File: src/rtl/obstacle_line_scheduler_pkg.sv
// Shared constants, table-entry layout, FSM encoding and slot record for the
// obstacle line scheduler.
package obstacle_line_scheduler_pkg;

    localparam int OBSTACLE_NUM    = 16;
    localparam int SLOT_NUM        = 4;
    localparam int SCREEN_WIDTH    = 10;
    localparam int PHY_WIDTH       = 14;
    localparam int OBSTACLE_WIDTH  = 10;
    localparam int BLOCK_LEN_WIDTH = 4;

    localparam int OBSTACLE_HEIGHT = 2 * OBSTACLE_WIDTH;
    localparam int IDX_WIDTH       = $clog2(OBSTACLE_NUM);
    localparam int SLOT_IDX_WIDTH  = $clog2(SLOT_NUM);
    localparam int SLOT_CNT_WIDTH  = $clog2(SLOT_NUM + 1);

    // Table entry packing, LSB first: abs_x, abs_y, scr_x, scr_y, len, valid.
    localparam int ENTRY_WIDTH = 1 + BLOCK_LEN_WIDTH + 2 * SCREEN_WIDTH + 2 * PHY_WIDTH;
    localparam int ABS_X_LSB   = 0;
    localparam int ABS_Y_LSB   = ABS_X_LSB + PHY_WIDTH;
    localparam int SCR_X_LSB   = ABS_Y_LSB + PHY_WIDTH;
    localparam int SCR_Y_LSB   = SCR_X_LSB + SCREEN_WIDTH;
    localparam int LEN_LSB     = SCR_Y_LSB + SCREEN_WIDTH;
    localparam int VALID_BIT   = LEN_LSB + BLOCK_LEN_WIDTH;

    typedef enum logic [1:0] {
        ST_IDLE   = 2'd0,
        ST_SCAN   = 2'd1,
        ST_DRAIN  = 2'd2,
        ST_COMMIT = 2'd3
    } state_e;

    typedef struct packed {
        logic                       valid;
        logic [BLOCK_LEN_WIDTH-1:0] len;
        logic [SCREEN_WIDTH-1:0]    scr_x;
        logic [SCREEN_WIDTH-1:0]    scr_y;
        logic [PHY_WIDTH-1:0]       abs_x;
        logic [PHY_WIDTH-1:0]       abs_y;
    } slot_t;

    function automatic slot_t unpack_entry(input logic [ENTRY_WIDTH-1:0] e);
        slot_t s;
        s.valid = e[VALID_BIT];
        s.len   = e[LEN_LSB   +: BLOCK_LEN_WIDTH];
        s.scr_y = e[SCR_Y_LSB +: SCREEN_WIDTH];
        s.scr_x = e[SCR_X_LSB +: SCREEN_WIDTH];
        s.abs_y = e[ABS_Y_LSB +: PHY_WIDTH];
        s.abs_x = e[ABS_X_LSB +: PHY_WIDTH];
        return s;
    endfunction

endpackage

File: src/rtl/obstacle_line_scheduler_slot_match.sv
// Per-slot horizontal range compare with lowest-index priority; purely
// combinational, registered by the caller.
module obstacle_slot_match
    import obstacle_line_scheduler_pkg::*;
(
    input  logic [SCREEN_WIDTH-1:0]                     pixel_x,
    input  logic [SLOT_NUM-1:0]                         slot_valid,
    input  logic [SLOT_NUM-1:0][BLOCK_LEN_WIDTH-1:0]    slot_len,
    input  logic [SLOT_NUM-1:0][SCREEN_WIDTH-1:0]       slot_scr_x,
    output logic                                        hit,
    output logic [SLOT_IDX_WIDTH-1:0]                   slot_idx,
    output logic [SCREEN_WIDTH-1:0]                     x_off
);

    logic [SLOT_NUM-1:0]   in_range;
    logic [SCREEN_WIDTH:0] left_ext;
    logic [SCREEN_WIDTH:0] right_ext;
    logic [SCREEN_WIDTH:0] px_ext;

    always_comb begin
        // NOTE: every output of a combinational block gets a default first so no latch is inferred.
        in_range  = '0;
        left_ext  = '0;
        right_ext = '0;
        hit       = 1'b0;
        slot_idx  = '0;
        x_off     = '0;
        px_ext    = {1'b0, pixel_x};

        // One extra bit keeps right edges past the screen from wrapping to small values.
        for (int s = 0; s < SLOT_NUM; s++) begin
            left_ext    = {1'b0, slot_scr_x[s]};
            right_ext   = left_ext + (SCREEN_WIDTH+1)'(slot_len[s]) * (SCREEN_WIDTH+1)'(OBSTACLE_WIDTH);
            in_range[s] = slot_valid[s] && (px_ext >= left_ext) && (px_ext < right_ext);
        end

        for (int s = SLOT_NUM - 1; s >= 0; s--) begin
            if (in_range[s]) begin
                hit      = 1'b1;
                slot_idx = SLOT_IDX_WIDTH'(s);
                x_off    = pixel_x - slot_scr_x[s];
            end
        end
    end

endmodule

File: src/rtl/obstacle_line_scheduler.sv
// Scans the obstacle table during hblank into a shadow slot list, commits it
// atomically, and drives per-pixel obstacle fields from the committed list.
module obstacle_line_scheduler
    import obstacle_line_scheduler_pkg::*;
(
    input  logic                    sys_clk,
    input  logic                    sys_rst,
    input  logic                    frame_start,
    input  logic                    line_start,
    input  logic [SCREEN_WIDTH-1:0] next_line_y,
    input  logic                    pixel_valid,
    input  logic [SCREEN_WIDTH-1:0] pixel_x,
    output logic                    tbl_rd_en,
    output logic [IDX_WIDTH-1:0]    tbl_addr,
    input  logic [ENTRY_WIDTH-1:0]  tbl_rd_data,
    output logic                    obstacle_on,
    output logic [SCREEN_WIDTH-1:0] obstacle_x_rom,
    output logic [SCREEN_WIDTH-1:0] obstacle_y_rom,
    output logic [PHY_WIDTH-1:0]    obstacle_abs_pos_x,
    output logic [PHY_WIDTH-1:0]    obstacle_abs_pos_y,
    output logic [PHY_WIDTH-1:0]    obstacle_block_abs_y,
    output logic                    scan_busy,
    output logic                    overflow,
    output logic                    late
);

    state_e                      state_q, state_d;
    logic [IDX_WIDTH-1:0]        idx_q, idx_d;
    logic [SCREEN_WIDTH-1:0]     line_q, line_d;
    slot_t [SLOT_NUM-1:0]        shadow_q, shadow_d;
    logic [SLOT_CNT_WIDTH-1:0]   shadow_cnt_q, shadow_cnt_d;
    slot_t [SLOT_NUM-1:0]        active_q, active_d;
    logic [SCREEN_WIDTH-1:0]     active_line_q, active_line_d;
    logic                        rd_pending_q, rd_pending_d;
    logic                        overflow_q, overflow_d;
    logic                        late_q, late_d;

    logic                        on_q, on_d;
    logic [SCREEN_WIDTH-1:0]     x_rom_q, x_rom_d;
    logic [SCREEN_WIDTH-1:0]     y_rom_q, y_rom_d;
    logic [PHY_WIDTH-1:0]        abs_x_q, abs_x_d;
    logic [PHY_WIDTH-1:0]        abs_y_q, abs_y_d;
    logic [PHY_WIDTH-1:0]        block_abs_y_q, block_abs_y_d;

    slot_t                       entry;
    logic                        entry_hit;
    logic [SCREEN_WIDTH:0]       y_top, y_bot, line_ext;
    logic                        abort, start_scan, overflow_set, late_set;

    logic [SLOT_NUM-1:0]                       slot_valid;
    logic [SLOT_NUM-1:0][BLOCK_LEN_WIDTH-1:0]  slot_len;
    logic [SLOT_NUM-1:0][SCREEN_WIDTH-1:0]     slot_scr_x;
    logic                                      match_hit;
    logic [SLOT_IDX_WIDTH-1:0]                 match_idx;
    logic [SCREEN_WIDTH-1:0]                   match_x_off;

    assign scan_busy = (state_q != ST_IDLE);
    assign abort     = line_start && (state_q == ST_SCAN || state_q == ST_DRAIN);

    // Vertical hit test on the entry returned for the previous cycle's read.
    always_comb begin
        entry     = unpack_entry(tbl_rd_data);
        y_top     = {1'b0, entry.scr_y};
        y_bot     = y_top + (SCREEN_WIDTH+1)'(OBSTACLE_HEIGHT);
        line_ext  = {1'b0, line_q};
        entry_hit = entry.valid && (entry.len != '0) && (line_ext >= y_top) && (line_ext < y_bot);
    end

    always_comb begin
        state_d       = state_q;
        idx_d         = idx_q;
        line_d        = line_q;
        shadow_d      = shadow_q;
        shadow_cnt_d  = shadow_cnt_q;
        active_d      = active_q;
        active_line_d = active_line_q;
        rd_pending_d  = 1'b0;
        tbl_rd_en     = 1'b0;
        tbl_addr      = '0;
        start_scan    = 1'b0;
        overflow_set  = 1'b0;

        if (rd_pending_q && !abort && entry_hit) begin
            if (shadow_cnt_q < SLOT_CNT_WIDTH'(SLOT_NUM)) begin
                for (int s = 0; s < SLOT_NUM; s++) begin
                    if (SLOT_CNT_WIDTH'(s) == shadow_cnt_q) shadow_d[s] = entry;
                end
                shadow_cnt_d = shadow_cnt_q + 1'b1;
            end else begin
                overflow_set = 1'b1;
            end
        end

        case (state_q)
            ST_IDLE: begin
                start_scan = line_start;
            end
            ST_SCAN: begin
                tbl_rd_en    = 1'b1;
                tbl_addr     = idx_q;
                rd_pending_d = 1'b1;
                idx_d        = idx_q + 1'b1;
                if (idx_q == '1) state_d = ST_DRAIN;
                start_scan   = line_start;
            end
            ST_DRAIN: begin
                state_d    = ST_COMMIT;
                start_scan = line_start;
            end
            ST_COMMIT: begin
                active_d      = shadow_q;
                active_line_d = line_q;
                state_d       = ST_IDLE;
                start_scan    = line_start;
            end
            default: state_d = ST_IDLE;
        endcase

        // A restart discards the read in flight along with the partial shadow list.
        if (start_scan) begin
            state_d      = ST_SCAN;
            line_d       = next_line_y;
            idx_d        = '0;
            shadow_d     = '0;
            shadow_cnt_d = '0;
            rd_pending_d = 1'b0;
        end

        late_set   = abort || (pixel_valid && scan_busy);
        overflow_d = (overflow_q && !frame_start) || overflow_set;
        late_d     = (late_q && !frame_start) || late_set;
    end

    always_comb begin
        for (int s = 0; s < SLOT_NUM; s++) begin
            slot_valid[s] = active_q[s].valid;
            slot_len[s]   = active_q[s].len;
            slot_scr_x[s] = active_q[s].scr_x;
        end
    end

    obstacle_slot_match u_slot_match (
        .pixel_x    (pixel_x),
        .slot_valid (slot_valid),
        .slot_len   (slot_len),
        .slot_scr_x (slot_scr_x),
        .hit        (match_hit),
        .slot_idx   (match_idx),
        .x_off      (match_x_off)
    );

    always_comb begin
        on_d          = 1'b0;
        x_rom_d       = '0;
        y_rom_d       = '0;
        abs_x_d       = '0;
        abs_y_d       = '0;
        block_abs_y_d = '0;
        if (pixel_valid && match_hit) begin
            on_d          = 1'b1;
            x_rom_d       = match_x_off;
            y_rom_d       = active_line_q - active_q[match_idx].scr_y;
            abs_x_d       = active_q[match_idx].abs_x;
            abs_y_d       = active_q[match_idx].abs_y;
            block_abs_y_d = active_q[match_idx].abs_y + PHY_WIDTH'(y_rom_d);
        end
    end

    always_ff @(posedge sys_clk) begin
        if (sys_rst) begin
            state_q       <= ST_IDLE;
            idx_q         <= '0;
            line_q        <= '0;
            // NOTE: the slot arrays are small register files and must come up invalid, so they are reset like any other flop.
            shadow_q      <= '0;
            shadow_cnt_q  <= '0;
            active_q      <= '0;
            active_line_q <= '0;
            rd_pending_q  <= 1'b0;
            overflow_q    <= 1'b0;
            late_q        <= 1'b0;
            on_q          <= 1'b0;
            x_rom_q       <= '0;
            y_rom_q       <= '0;
            abs_x_q       <= '0;
            abs_y_q       <= '0;
            block_abs_y_q <= '0;
        end else begin
            // NOTE: non-blocking assignments so every flop samples the pre-edge value of its neighbours.
            state_q       <= state_d;
            idx_q         <= idx_d;
            line_q        <= line_d;
            shadow_q      <= shadow_d;
            shadow_cnt_q  <= shadow_cnt_d;
            active_q      <= active_d;
            active_line_q <= active_line_d;
            rd_pending_q  <= rd_pending_d;
            overflow_q    <= overflow_d;
            late_q        <= late_d;
            on_q          <= on_d;
            x_rom_q       <= x_rom_d;
            y_rom_q       <= y_rom_d;
            abs_x_q       <= abs_x_d;
            abs_y_q       <= abs_y_d;
            block_abs_y_q <= block_abs_y_d;
        end
    end

    assign obstacle_on          = on_q;
    assign obstacle_x_rom       = x_rom_q;
    assign obstacle_y_rom       = y_rom_q;
    assign obstacle_abs_pos_x   = abs_x_q;
    assign obstacle_abs_pos_y   = abs_y_q;
    assign obstacle_block_abs_y = block_abs_y_q;
    assign overflow             = overflow_q;
    assign late                 = late_q;

endmodule

File: config.mk
export PLATFORM = sky130hd
export DESIGN_NAME = obstacle_line_scheduler
export DESIGN_NICKNAME = d
export VERILOG_FILES = /design/src/rtl/obstacle_line_scheduler_pkg.sv /design/src/rtl/obstacle_line_scheduler_slot_match.sv /design/src/rtl/obstacle_line_scheduler.sv
export SDC_FILE = /design/constraint.sdc
export NUM_CORES = 1
export LEC_CHECK = 0
export CELL_PAD_IN_SITES_DETAIL_PLACEMENT = 1
export CELL_PAD_IN_SITES_GLOBAL_PLACEMENT = 2
export CORE_MARGIN = 2
export CORE_UTILIZATION = 38
export CTS_CLUSTER_DIAMETER = 40
export DETAILED_ROUTE_END_ITERATION = 6
export MAX_ROUTING_LAYER = met4
export PLACE_DENSITY_LB_ADDON = 0.1
export REMOVE_ABC_BUFFERS = 1
export SLEW_MARGIN = 10
export SYNTH_ARGS = -nofsm -noshare
export SYNTH_HDL_FRONTEND = slang
export SYNTH_SLANG_ARGS = --single-unit
File: constraint.sdc
create_clock -name sys_clk -period 10.8 [get_ports sys_clk]
set_input_delay 1.08 -clock sys_clk [delete_from_list [all_inputs] [get_ports sys_clk]]
set_output_delay 1.08 -clock sys_clk [all_outputs]
set_load 0.1 [all_outputs]
# Word-level counts from Yosys, hierarchy flattened
# Index checks and enable logic that the tools add are counted.
[word_totals]
wordCells = 165
input_bits = 78
output_inout_bits = 71
regBits = 519
[op_classes]
n_mux = 23
multipliers = 4
add_sub_neg = 13
n_bitwise = 1
n_eq_ne = 9
order_cmp = 12
n_reduce_logical = 40
[ops]
columns = ["operator", "count"]
rows = [
  ["binary-select mux 53 bit (select 2 bit)", 1],
  ["less-than comparator 10 x 11 -> 1 bit", 5],
  [">= comparator 10 bit", 5],
  ["subtractor 10 bit", 5],
  ["adder 10 x 8 -> 11 bit", 4],
  ["2-to-1 mux 10 bit", 4],
  ["2-to-1 mux 38 bit", 1],
  ["multiplier 4 x 3 -> 7 bit, second input constant", 4],
  ["logical AND 1 bit", 18],
  ["adder 14 x 10 -> 14 bit", 1],
  ["AND reduction 3 bit", 4],
  ["adder 10 x 5 -> 11 bit, second input constant", 1],
  ["2-to-1 mux 1 bit", 10],
  ["2-to-1 mux 2 bit", 5],
  ["nonzero test 4 bit", 2],
  ["== test 2 x 3 -> 1 bit, first input constant", 2],
  ["one-hot mux 2 bit (3 select lines)", 1],
  ["AND reduction 2 bit", 3],
  ["adder 4 x 1 -> 4 bit, second input constant", 1],
  ["== test 2 bit, second input constant", 2],
  ["== test 4 bit, second input constant", 1],
  ["logical OR 1 bit", 4],
  ["2-to-1 mux 4 bit", 1],
  ["OR reduction 2 bit", 2],
  ["14 further kinds", 15],
]

# Logic depth before layout (Yosys ltp)
# Gate-level depths: netlist (run 1).
[depth]
ltp_word = 12
mapped_depth = 39
depth_no_buf = 36

# Cells and area by module
# A second synthesis (run 1) with hierarchy kept.
[unflattened]
cells_unflattened = 2558
hier_area_um2 = 25077.8
[modules_own_cells]
columns = ["mod", "cells_each", "area_per_inst_um2", "n_inst", "seq_area_each_um2"]
rows = [
  ["obstacle_line_scheduler", 1971, 20517.2, 1, 10390.0],
  ["obstacle_slot_match", 587, 4560.6, 1, 0.0],
]

# Worst setup path after synthesis (run 1)
# Ideal clock, no wire load.
[synth_timing]
path_kind = "register to register"
startpoint = "register active_q[155] (netlist name)"
endpoint = "register block_abs_y_q[11] (netlist: obstacle_block_abs_y[11])"
t_required_ns = 10.677
synth_period_minus_slack_ns = 7.561
setup_ns = 0.123
n_path_buf = 3
t_arrival_ns = 7.438
path_slack_ns = 3.239
stages_incl_launch_ff = 35
cell_sequence = "dfxtp_1 ha_1 ha_1 fa_1 ha_1 or4_1 o22ai_1 xnor2_1 ha_1 a21o_1 a211oi_1 a31oi_1 a22oi_2 o22ai_2 nand2_2 buf_2 clkbuf_1 buf_1 nand2_1 nand3_1 o21ai_0 ha_1 nor2b_1 o21ai_0 nand2b_1 a21o_1 a21o_1 xor2_1 ha_1 nor2b_1 a21o_1 a221oi_1 o311ai_1 o211ai_1 mux2_1"
[synth_via]
elab_chain_len = 11
word_cells_on_any_way = 17
cone_classes = "add/sub (3); mul (1); order compare (1); mux (8); bitwise (1); reduce/logical (3)"
[synth_lines]
columns = ["element", "line", "source"]
rows = [
  ["start: declaration", "obstacle_line_scheduler.sv:32", "slot_t [SLOT_NUM-1:0] active_q, active_d;"],
  ["start signal: assignment", "obstacle_line_scheduler.sv:195", "active_q <= active_d;"],
  ["multiplier 4 x 3 -> 7 bit (*)", "obstacle_line_scheduler_slot_match.sv:33", "right_ext = left_ext + (SCREEN_WIDTH+1)'(slot_len[s]) * (SCREEN_WIDTH+1)'(OBSTACLE_WIDTH);"],
  ["adder 10 x 8 -> 11 bit (*)", "obstacle_line_scheduler_slot_match.sv:33", ""],
  ["less-than comparator 10 x 11 -> 1 bit (*)", "obstacle_line_scheduler_slot_match.sv:34", "in_range[s] = slot_valid[s] && (px_ext >= left_ext) && (px_ext < right_ext);"],
  ["logical AND 1 bit (*)", "obstacle_line_scheduler_slot_match.sv:34", ""],
  ["2-to-1 mux 2 bit (3 in series)", "obstacle_line_scheduler_slot_match.sv:38", "if (in_range[s]) begin"],
  ["binary-select mux 53 bit (select 2 bit)", "obstacle_line_scheduler.sv:162, obstacle_line_scheduler.sv:165", ""],
  ["2-to-1 mux 38 bit (implied by the code)", "obstacle_line_scheduler.sv:165", "block_abs_y_d = active_q[match_idx].abs_y + PHY_WIDTH'(y_rom_d);"],
  ["subtractor 10 bit", "obstacle_line_scheduler.sv:162", "y_rom_d = active_line_q - active_q[match_idx].scr_y;"],
  ["adder 14 x 10 -> 14 bit", "obstacle_line_scheduler.sv:165", ""],
  ["end signal: assignment", "obstacle_line_scheduler.sv:205", "block_abs_y_q <= block_abs_y_d;"],
  ["end: declaration", "obstacle_line_scheduler.sv:43", "logic [PHY_WIDTH-1:0] block_abs_y_q, block_abs_y_d;"],
]
# Mark *: on every way between the ends. The rest lies on a longest branch, timed or not. The select of a mux whose other input is x is not followed.
# A chain may end at the register's enable or synchronous reset.

# Final worst setup path (run 1)
# Ends and elaborated chain as after synthesis.

==> impl_results.md, run 1 <==
- Outcome: finished, final reports clean
- Syn Area/Cell: 9.49 um^2
- Pre-CTS WS: 2.21 ns
- Yosys warnings: 0
- Synthesized area: 25000 um^2
- Drt wl/cell: 19.9 um
- Data required, critical path: 11.33 ns
- Global route overflow: 0
- R2R depth: 35
- First-pass GRT wire length: 116000 um
- Initial antenna violation count: 2
- Synth top area cells: dfxtp_1, mux2i_1, ha_1
- Pre-antenna DRT Iters: 4
- Die height: 260 um
- Worst path slowest cell: buf_4
- Post-synth EDFFs: 0
- Fin Clk Skew: 0.0774 ns
- Slew HR: 0.281
- Row cnt: 93
- Clk pin slew, worst setup/hold paths: 0.05 ns
- Leakage power: 12.6 nW
- # port buffers: 148
- Combinational family with the most area after synthesis: multiplexers
- R2R Path End: obstacle_block_abs_y[11]
- Crit path from: active_q[155]
- Hold Vio Cnt, Final: 0
- Drt drc: 0
- Post-synth top cells: dfxtp_1, mux2i_1, nand2_1, nor2_1, ha_1
- WP depth: 35
- Register-to-register setup slack: 2.32 ns
- Final cell count without fillers: 3695
- Max Root-Sink Buffers: 3
- Total GRT Usage: 0.225
- Fmax: 0.118 GHz
- Cells after Synth: 2628
- Period utilization: 0.785
- Antenna-violating nets left: 0
- Post-synthesis xor/xnor area fraction: 0.0290
- DPL Wire Length: 50000 um
- Share of cells above drive strength 1: 0.0884
- Min Tclk post-route: 8.48 ns
- Routed vias/inst: 5.17
- Worst setup margin: 2.32 ns
- Max incr delay on CP: 0.51 ns
- Final setup vio count: 0
- Nets: 3020
- Clk root buf: clkbuf_16
- CTS Buf Count: 95
- Unique masters post-synth: 89
- Clock Sinks: 519
- Core ar.: 64700 um^2
- Most used cell, CP: ha_1
- DIE AREA: 67700 um^2
- Largest net degree at the start of global routing: 143
- Hold buffer count at cts: 0
- Vias in the first global route: 20500
- Worst-Skew Late Latency: 0.66 ns
- DR vias: 19100
- Post-Synth Simple-Gate Area: 0.141
- Synth Register Bits: 519
- H-tree Lvls: 3
- Post-cts sizing count: 0
- Compound-Gate Fraction of Synth Area: 0.0799
- CP Launch Type: flop
- I/O pin count: 149
- TritonCTS clock tree: done
- Initial Utilization: 0.386
- DR iter-0 viols: 797
- Die Wd: 260 um
- Synth area leader: dfxtp_1
- Max-slew violations: 0
- RSZ-0062 raised after global routing: false
- Synth async-reset ratio: 0
- Area share of fa/ha/maj cells after synthesis: 0.0959
- Critical Path End Type: flop
- Postcts setup bufs: 0
- Max-cap viol count: 0
- Post-Route WL: 73700 um
- CP Capture Point: obstacle_block_abs_y[11]
- HP Class: reg -> reg
- Placed insts: 3518
- Worst-Margin Slew: 1.08 ns
- Total Power: 5.19 mW
- Setup TNS: 0 ns
- Count leader, synth: dfxtp_1
- Synth top area share: 0.416
- Crit-path leading delay family: compound AO/OA/AOI/OAI gates
- Buffer and inverter count on the worst path: 1
- Worst vdd rail ir drop: 0.000119 V
- RR Startpoint: active_q[155]
- Multiplexer share of the synthesized area: 0.199
- Seq/Total Area, Yosys: 0.416
- Ys flop type: dfxtp_1
- Power per cell area: 170 nW/um^2
- Gpl congestion: 0.832
- WS Path Type: reg -> reg
- Area grow syn2layout: 22.2%
- Critical path peak fanout: 37
- Crit path arrival time: 9.01 ns
-- stage by stage --
stage / hold WS, ns / instance area [um^2] / util
after floorplan: 0.425 / 24400 / -
after detailed placement: 0.440 / 27200 / 0.420
after global routing: 0.474 / 30500 / 0.471
final: 0.450 / 30500 / 0.471
after CTS: 0.453 / 30500 / 0.471
after global placement: 0.434 / 27200 / 0.420
-- worst min path at each step --
stage | to | cells past startpoint | startpoint | slack [ns]
3_3_place_gp | shadow_q[158] | 2 | shadow_q[158] | 0.43
5_1_grt | shadow_q[51] | 2 | shadow_q[51] | 0.47
2_1_floorplan | shadow_q[105] | 2 | shadow_q[105] | 0.43
6_report | shadow_q[158] | 2 | shadow_q[158] | 0.45
4_1_cts | shadow_q[158] | 2 | shadow_q[158] | 0.45
3_5_place_dp | shadow_q[158] | 2 | shadow_q[158] | 0.44
-- layout by cell type, fill, tap and decap left out, types with 20 or more instances in the layout --
cell type | Yosys | layout
nor2_1 | 310 | 309
dfxtp_1 | 519 | 519
a21o_1 | 32 | 32
and2_1 | 40 | 40
xor2_1 | 33 | 33
buf_4 | 2 | 20
o21ai_0 | 50 | 49
inv_1 | 111 | 111
ha_1 | 168 | 167
xnor2_1 | 46 | 46
mux2i_1 | 453 | 453
a21oi_1 | 77 | 77
nand2_1 | 362 | 362
nor2b_1 | 21 | 21
clkbuf_16 | 0 | 95
clkdlybuf4s50_1 | 0 | 147
-- registers in the layout (all words and copies together) (netlist names) --
name,flops
obstacle_abs_pos_y,14
overflow,1
active_line_q,10
obstacle_on,1
late,1
obstacle_x_rom,10
shadow_cnt_q,3
state_q,2
rd_pending_q,1
line_q,10
obstacle_block_abs_y,14
obstacle_abs_pos_x,14
idx_q,4
obstacle_y_rom,10
active_q,212
shadow_q,212
-- power by group --
part	total [mW]	switching, mW	internal [mW]
sequential	1.93	0.00510	1.92
combinational	0.239	0.149	0.0900
clock	3.03	1.12	1.91
-- cells by family after synthesis --
group | count (synthesis)
muxes | 476
adders and majority gates | 183
and+or+nand+nor | 833
buffers and inverters | 246
xor gates and xnor gates | 81
AOI/OAI and AO/OA | 290
DFF | 519
-- final cells by class --
class,instances,area (um^2)
Clock buffer,109,2530
Sequential cell,519,10400
Inverter,111,417
Clock inverter,67,791
Multi-Input combinational cell,1863,13600
Timing Repair Buffer,170,1680
Tap cell,855,1070
Antenna cell,1,2.50
Fill cell,7205,34200
-- metal layers --
metal  part of all wire  GRT usage
met1               0.48      0.292
met2               0.47      0.370
met3              0.029     0.0288
met4              0.018     0.0616
met5                  0          -
-- worst min-delay path: stages (launching register included) --
cell     delay [ns]
dfxtp_1        0.31
inv_1          0.05
a21oi_1        0.05
Power figures use the tool's default switching activity.
==> run 2: changes to the inputs <==
--- a/config.mk
+++ b/config.mk
@@ -8,7 +8,7 @@
 export CELL_PAD_IN_SITES_DETAIL_PLACEMENT = 1
 export CELL_PAD_IN_SITES_GLOBAL_PLACEMENT = 2
 export CORE_MARGIN = 2
-export CORE_UTILIZATION = 38
+export CORE_UTILIZATION = 35
 export CTS_CLUSTER_DIAMETER = 40
 export DETAILED_ROUTE_END_ITERATION = 6
 export MAX_ROUTING_LAYER = met4
==> constraint.sdc (replaced) <==
create_clock -name sys_clk -period 7.4 [get_ports sys_clk]
set_input_delay 0.74 -clock sys_clk [delete_from_list [all_inputs] [get_ports sys_clk]]
set_output_delay 0.74 -clock sys_clk [all_outputs]
set_load 0.1 [all_outputs]
==> run 2 against run 1 <==
Total power is 49% higher. First-iteration DRC count is 17% lower. Count of clock-buffer cells in the layout is 5 higher. Critical path type unchanged. Critical endpoint is now obstacle_block_abs_y[12].
==> impl_results.md, run 2 (synthesis gave the netlist of run 1 again) <==
- Die Wd: 271 um (+4.1%)
- Hold Crit Start: shadow_q[211]
- First-pass GRT wire length: 118000 um (+1.3%)
- Metal3 WL: 2300 um (+8.0%)
- Sequential cell area: 10400 um^2 (about the same)
- Footprint of the multi-input gates: 13900 um^2 (+2.0%)
- Initial Utilization: 0.355 (-0.0306)
- Max-cap viol count: 0 (unchanged)
- Internal Power: 5.93 mW (+51%)
- Comb power frac: 0.046 (about the same)
- Setup TNS: 0 ns (unchanged)
- DR vias: 19300 (+1.3%)
- HP Class: reg -> reg
- Critical path peak fanout: 16 (-57%)
- DIE AREA: 73400 um^2 (+8.4%)
- Register-to-register setup slack: 0.23 ns (-2.09 ns)
- P_sw: 1.83 mW (+44%)
- Sw Share: 0.236 (-0.00961)
- Total GRT Usage: 0.209 (-0.0161)
- Power per cell area: 246 nW/um^2 (+45%)
- Commonest non-fill, non-tap cell in the layout: dfxtp_1
- Period utilization: 0.969 (+0.184)
- Leakage power: 13.0 nW (+3.4%)
- CTS Buf Count: 93 (-2.1%)
- Global route overflow: 0 (unchanged)
- # port buffers: 148 (unchanged)
- Fillers: 7769 (+7.8%)
- Crit-path leading delay family: compound AO/OA/AOI/OAI gates
- Reg power frac: 0.362 (-0.009)
- Max-slew violations: 0 (unchanged)
- Fmax: 0.139 GHz (+18%)
- Hold depth: 2 (unchanged)
- Vias in the first global route: 20600 (+0.52%)
- Met2 wire len: 35800 um (+3.5%)
- Initial antenna violation count: 3 (+1)
- Die height: 271 um (+4.1%)
- Antenna-violating nets left: 0 (unchanged)
- Clk pwr share: 0.591 (+0.008)
- End of the worst hold path: shadow_q[211]
- WS Path Type: reg -> reg
- Area grow syn2layout: 26.4%
- Row cnt: 97 (+4.3%)
- Data required, critical path: 7.92 ns (-3.41 ns)
- Top Metal Used: met4
- Core ar.: 70300 um^2 (+8.6%)
- Worst vdd rail ir drop: 0.000199 V (+68%)
- Crit path arrival time: 7.69 ns (-1.32 ns)
- Most used cell, CP: ha_1
- Buffer and inverter count on the worst path: 3 (+2)
- Worst-Skew Late Latency: 0.64 ns (-0.02 ns)
- Final setup vio count: 0 (unchanged)
- Min Tclk post-route: 7.17 ns (-1.31 ns)
- TritonCTS clock tree: done
- Commonest non-fill, non-tap cells in the layout: dfxtp_1, mux2i_1, nand2_1
- Nets: 3080 (+2.0%)
- Largest net degree at the start of global routing: 152 (+6.3%)
- DR iter-0 viols: 662 (-17%)
- R2R Path End: obstacle_block_abs_y[12]
- Post-Route WL: 75700 um (+2.7%)
- Fin Clk Skew: 0.0343 ns (-0.0431 ns)
- Gpl congestion: 0.854 (+2.6%)
- Routed vias/inst: 5.04 (-2.6%)
- Clock Sinks: 519 (unchanged)
- Outcome: finished, final reports clean
- Max incr delay on CP: 0.45 ns (-0.06 ns)
- Share of cells above drive strength 1: 0.122 (+0.0340)
- Worst-Margin Slew: 1.08 ns (-0.000419 ns)
- Clk pin slew, worst setup/hold paths: 0.06 ns (about the same)
- Critical Path End Type: flop
- M1 WL: 36000 um (+1.0%)
- Drt wl/cell: 19.7 um (-1.2%)
- Largest regs: active_q x212, shadow_q x212
- Max Root-Sink Buffers: 3 (unchanged)
- CP Launch Type: flop
- Drt drc: 0 (unchanged)
- H-tree Lvls: 3 (unchanged)
- DPL Wire Length: 51700 um (+3.3%)
- Clk root buf: clkbuf_16
- Slew HR: 0.281 (about the same)
- I/O pin count: 149 (unchanged)
- Pre-antenna DRT Iters: 5 (+1)
- R2R depth: 34 (-2.9%)
- Hold WS: 0.452 ns (+0.00168 ns)
- RR Startpoint: active_q[155]
- Worst path slowest cell: or4_4
- Hold Vio Cnt, Final: 0 (unchanged)
==> run 2: cell types whose count changed in the layout (fill, tap and decap cells not counted), moves of 4 or more <==
| cell | delta |
|---|---|
| a21oi_1 | -8 |
| ha_2 | +5 |
| clkinvlp_4 | -4 |
| o21ai_0 | -8 |
| ha_1 | -6 |
| buf_4 | +54 |
| bufinv_16 | +6 |
| o21ai_1 | +5 |
| a21oi_2 | +7 |
==> run 2: final cells by class <==
cell class	instances	share of cell area
repair buffers	232	0.0702
clock inverters	61	0.0277
inverters	111	0.0132
well taps	940	0.0373
flip-flops and latches	519	0.330
multi-input cells	1863	0.441
diodes	2	0.000159
clock buffers	114	0.0811
==> run 2: through the flow <==
stage | total power, mW | instances | utilization | cell area (um^2) | setup WS, ns
2_1_floorplan | 3.08 | 2493 | - | 24400 | -2.55
3_3_place_gp | 3.22 | 3650 | 0.393 | 27700 | 0.0639
3_5_place_dp | 3.23 | 3650 | 0.393 | 27700 | -0.118
4_1_cts | 7.87 | 3825 | 0.443 | 31100 | 0.0443
5_1_grt | 8.03 | 3842 | 0.449 | 31500 | -0.172
6_report | 7.76 | 3842 | 0.449 | 31500 | 0.231
==> run 2: worst reg2reg max path: cells and delay by family, from the launching register on <==
kind / cells / cell delay, ns
xor gates and xnor gates: 4 / 0.65
DFF: 1 / 0.31
muxes: 1 / 0.30
and+or+nand+nor: 5 / 1.03
buffers and inverters: 3 / 0.30
adders and majority gates: 7 / 1.96
AOI/OAI and AO/OA: 14 / 2.52
==> run 2: worst max-delay path by stage <==
stage | start | end | slack [ns] | depth (start not counted)
after CTS | active_q[155] | obstacle_block_abs_y[12] | 0.04 | 31
after floorplan | sys_rst | shadow_q[0] | -2.55 | 3
after detailed placement | active_q[155] | obstacle_block_abs_y[13] | -0.12 | 34
final | active_q[155] | obstacle_block_abs_y[12] | 0.23 | 34
after global routing | active_q[155] | obstacle_block_abs_y[13] | -0.17 | 35
after global placement | active_q[155] | obstacle_block_abs_y[11] | 0.06 | 32
==> run 2: repair_timing <==
item / CTS / global route
buffers inserted: 0 / 14
gates resized for setup: 10 / 64
hold buffers: 0 / 0
setup endpoints to repair: 3 / 7
gates cloned: 0 / 1
pin swaps: 0 / 37
==> run 2: routing by layer <==
layer / track usage / vias to the layer above
li1: - / 9422
met2: 0.343 / 252
met4: 0.0535 / 0
met3: 0.0294 / 117
met1: 0.271 / 9557
met5: - / -
==> run 2: power by group through the flow <==
stage          Clock [mW]  Sequential [mW]  Combinational (mW)
2_1_floorplan           0             2.87               0.212
3_3_place_gp            0             2.87               0.352
3_5_place_dp            0             2.87               0.358
4_1_cts              4.69             2.81               0.361
5_1_grt              4.83             2.81               0.395
6_report             4.59             2.81               0.359
==> edit, RTL diff (settings of run 2) <==
Re-encode `state_e` (4 states) as one-hot, 4 bits wide.
--- a/src/rtl/obstacle_line_scheduler_pkg.sv
+++ b/src/rtl/obstacle_line_scheduler_pkg.sv
@@ -25,7 +25,7 @@
 
-    typedef enum logic [1:0] {
-        ST_IDLE   = 2'd0,
-        ST_SCAN   = 2'd1,
-        ST_DRAIN  = 2'd2,
-        ST_COMMIT = 2'd3
+    typedef enum logic [3:0] {
+        ST_IDLE   = 4'b0001,
+        ST_SCAN   = 4'b0010,
+        ST_DRAIN  = 4'b0100,
+        ST_COMMIT = 4'b1000
     } state_e;
Function: same outputs for any inputs over 4 cycles, from zero or initial values and one cycle with sys_rst high; so few cycles prove little.
==> edit against run 2 <==
  * Synthesized area down 0.32%
  * Synthesized cell count up 10%
  * Sequential share of layout area up 0.080 points
  * Critical endpoint unchanged
  * Largest cell class unchanged
  * Fmax up 0.84%
  * Worst setup slack better by 0.060 ns
  * Sequential cell count up 2
  * Sequential power about the same
  * Critical path type unchanged
  * Power up 3.2%
  * Routed wire length up 8.2%
  * Final area up 0.23%
==> edit: results (changes against run 2) <==
* Result of the run: completed
- The sequential fraction of the synthesis area is 0.419 (+0.00295).
* Final weighted congestion of routability-driven global placement: 0.874 (+2.4%)
- Fillcell total: 8086 (+4.1%)
- The post-synthesis share of cell area spent on xor and xnor gates is 0.0291 (+0.0000935).
- Cell area after placement: 27400 um2 (-1.0%)
* Final Routed Wirelength: 81.8 mm (+8.2%)
- The starting DRC count in detailed routing came to 895 (+35%).
* Worst Tran Pin Value: 1.24 ns (+0.160 ns)
- The maximum number of pins on one net before global-route repair is 223 (+47%).
- Number of global-route vias before repair: 22.4k (+9.1%)
* Most instantiated cells after synthesis: sky130_fd_sc_hd__nand2_1 (769), sky130_fd_sc_hd__dfxtp_1 (521), sky130_fd_sc_hd__a21oi_1 (314)
- The mean number of vias per cell was 5.12 (+1.7%).
- Among all stages on the critical path, the largest delay is contributed by sky130_fd_sc_hd__fa_1.
- Leakage: 12.7 nW (-2.0%)
- Top area cells in the synthesized netlist: sky130_fd_sc_hd__dfxtp_1 (42%), sky130_fd_sc_hd__nand2_1 (12%), sky130_fd_sc_hd__mux2i_1 (8.9%), sky130_fd_sc_hd__ha_1 (8.2%), sky130_fd_sc_hd__a21oi_1 (6.3%)
- IR drop worst, VDD: 179 uV (-10%)
- The largest registers in the layout are active_q: 212 flops, shadow_q: 212 flops.
- The biggest fanout along the worst timing path was 6 (-10).
* Post-synthesis share of cell area spent on full adders, half adders and majority gates: 0.0937 (-0.00216)
* Largest stage delay, worst path: 0.58 ns (+0.13 ns)
- The share of post-route cells with drive strength above 1 came to 0.117 (-0.00507).
- Arrival time worst endpoint: 7.63 ns (-0.06 ns)
- The worst setup skew after layout is 0.0396 ns (+0.00532 ns).
- The routed length on met3 was 2.74 mm (+19%).
- Final HPWL DP: 54.0 mm (+4.5%)
- The met2 routed wirelength is 40.5 mm (+13%).
* Fraction of power spent switching nets: 0.236 (+0.000333)
- Multiplexer area fraction after synthesis: 0.103 (-0.0956)
* Net count, final: 3322 (+7.9%)
* Synth unique cells: 84 (-5.6%)
- Total clock buffers created by CTS: 99 (+6.5%)
- First-pass GRT wire length: 127 mm (+8.2%)
- The fraction of the mapped netlist area in compound gates came to 0.133 (+0.0530).
-- edit: final cells by class --
cell class	count	area, um2	share of cell area
repair buffers	231	2260	0.0714
multi-input cells	2102	13700	0.433
inverters	112	420	0.0133
clock buffers	109	2580	0.0815
well taps	940	1180	0.0372
flip-flops and latches	521	10400	0.330
diodes	1	2.50	0.0000792
clock inverters	78	1040	0.0330
-- edit: what timing repair did --
| action | 4_1_cts | 5_1_grt |
|---|---|---|
| endpoints found under the setup margin | 5 | 7 |
| endpoints found under the hold margin | 0 | 0 |
| cloned | 0 | 3 |
| gates resized for setup | 14 | 68 |
| pin swaps | 10 | 45 |
| setup buffers | 8 | 22 |
| hold buffers | 0 | 0 |
-- edit: cell families (layout without fill, tap and decap cells) --
logic type               count (synthesis)  in the layout
AND/OR/NAND/NOR                       1062           1062
AO/OA/AOI/OAI                          543            543
flip-flops                             521            521
buffers and inverters                  275            530
multiplexers                           238            238
adder cells (fa/ha/maj)                178            178
XOR/XNOR                                81             81
other                                    0              1
-- edit: path summary, 6_finish.rpt --
kind	slack, ns	start	endpoint	cells past startpoint
max	0.29	active_q[208]$_SDFFE_PP0P_	obstacle_block_abs_y[12]$_SDFF_PP0_	29
min	0.41	shadow_q[104]$_SDFFE_PP0P_	active_q[104]$_SDFFE_PP0P_	2
max reg2reg	0.29	active_q[208]$_SDFFE_PP0P_	obstacle_block_abs_y[12]$_SDFF_PP0_	29
min reg2reg	0.41	shadow_q[104]$_SDFFE_PP0P_	active_q[104]$_SDFFE_PP0P_	2
-- edit: critical path, delay by kind of cell, from the launching register on --
family | cells | cell delay, ns
adder cells (fa/ha/maj) | 9 | 3.08
AO/OA/AOI/OAI | 10 | 2.08
AND/OR/NAND/NOR | 6 | 0.78
multiplexers | 1 | 0.34
flip-flops | 1 | 0.31
buffers and inverters | 2 | 0.27
XOR/XNOR | 1 | 0.13
-- edit: power groups by stage --
stage | sequential, mW | combinational, mW | clock, mW
after global routing | 2.82 | 0.380 | 5.08
after CTS | 2.82 | 0.344 | 4.94
final | 2.82 | 0.345 | 4.84
after detailed placement | 2.88 | 0.337 | 0
after floorplan | 2.88 | 0.172 | 0
after global placement | 2.88 | 0.330 | 0
-- edit: per-stage QoR --
step	hold WS, ns	utilization	setup TNS [ns]	setup slack, ns	instances
3_5_place_dp	0.443	0.390	-1.30	-0.328	3874
6_report	0.413	0.451	0	0.291	4094
2_1_floorplan	0.426	-	-3114.85	-10.04	2735
5_1_grt	0.453	0.451	-0.130	-0.0757	4094
4_1_cts	0.416	0.443	-0.0185	-0.0185	4069
3_3_place_gp	0.434	0.390	-0.490	-0.171	3874
-- edit: per-layer routing --
metal,GRT usage,vias to the layer above
met3,0.0334,134
met5,-,-
met2,0.394,303
li1,-,10178
met4,0.0769,0
met1,0.268,10362
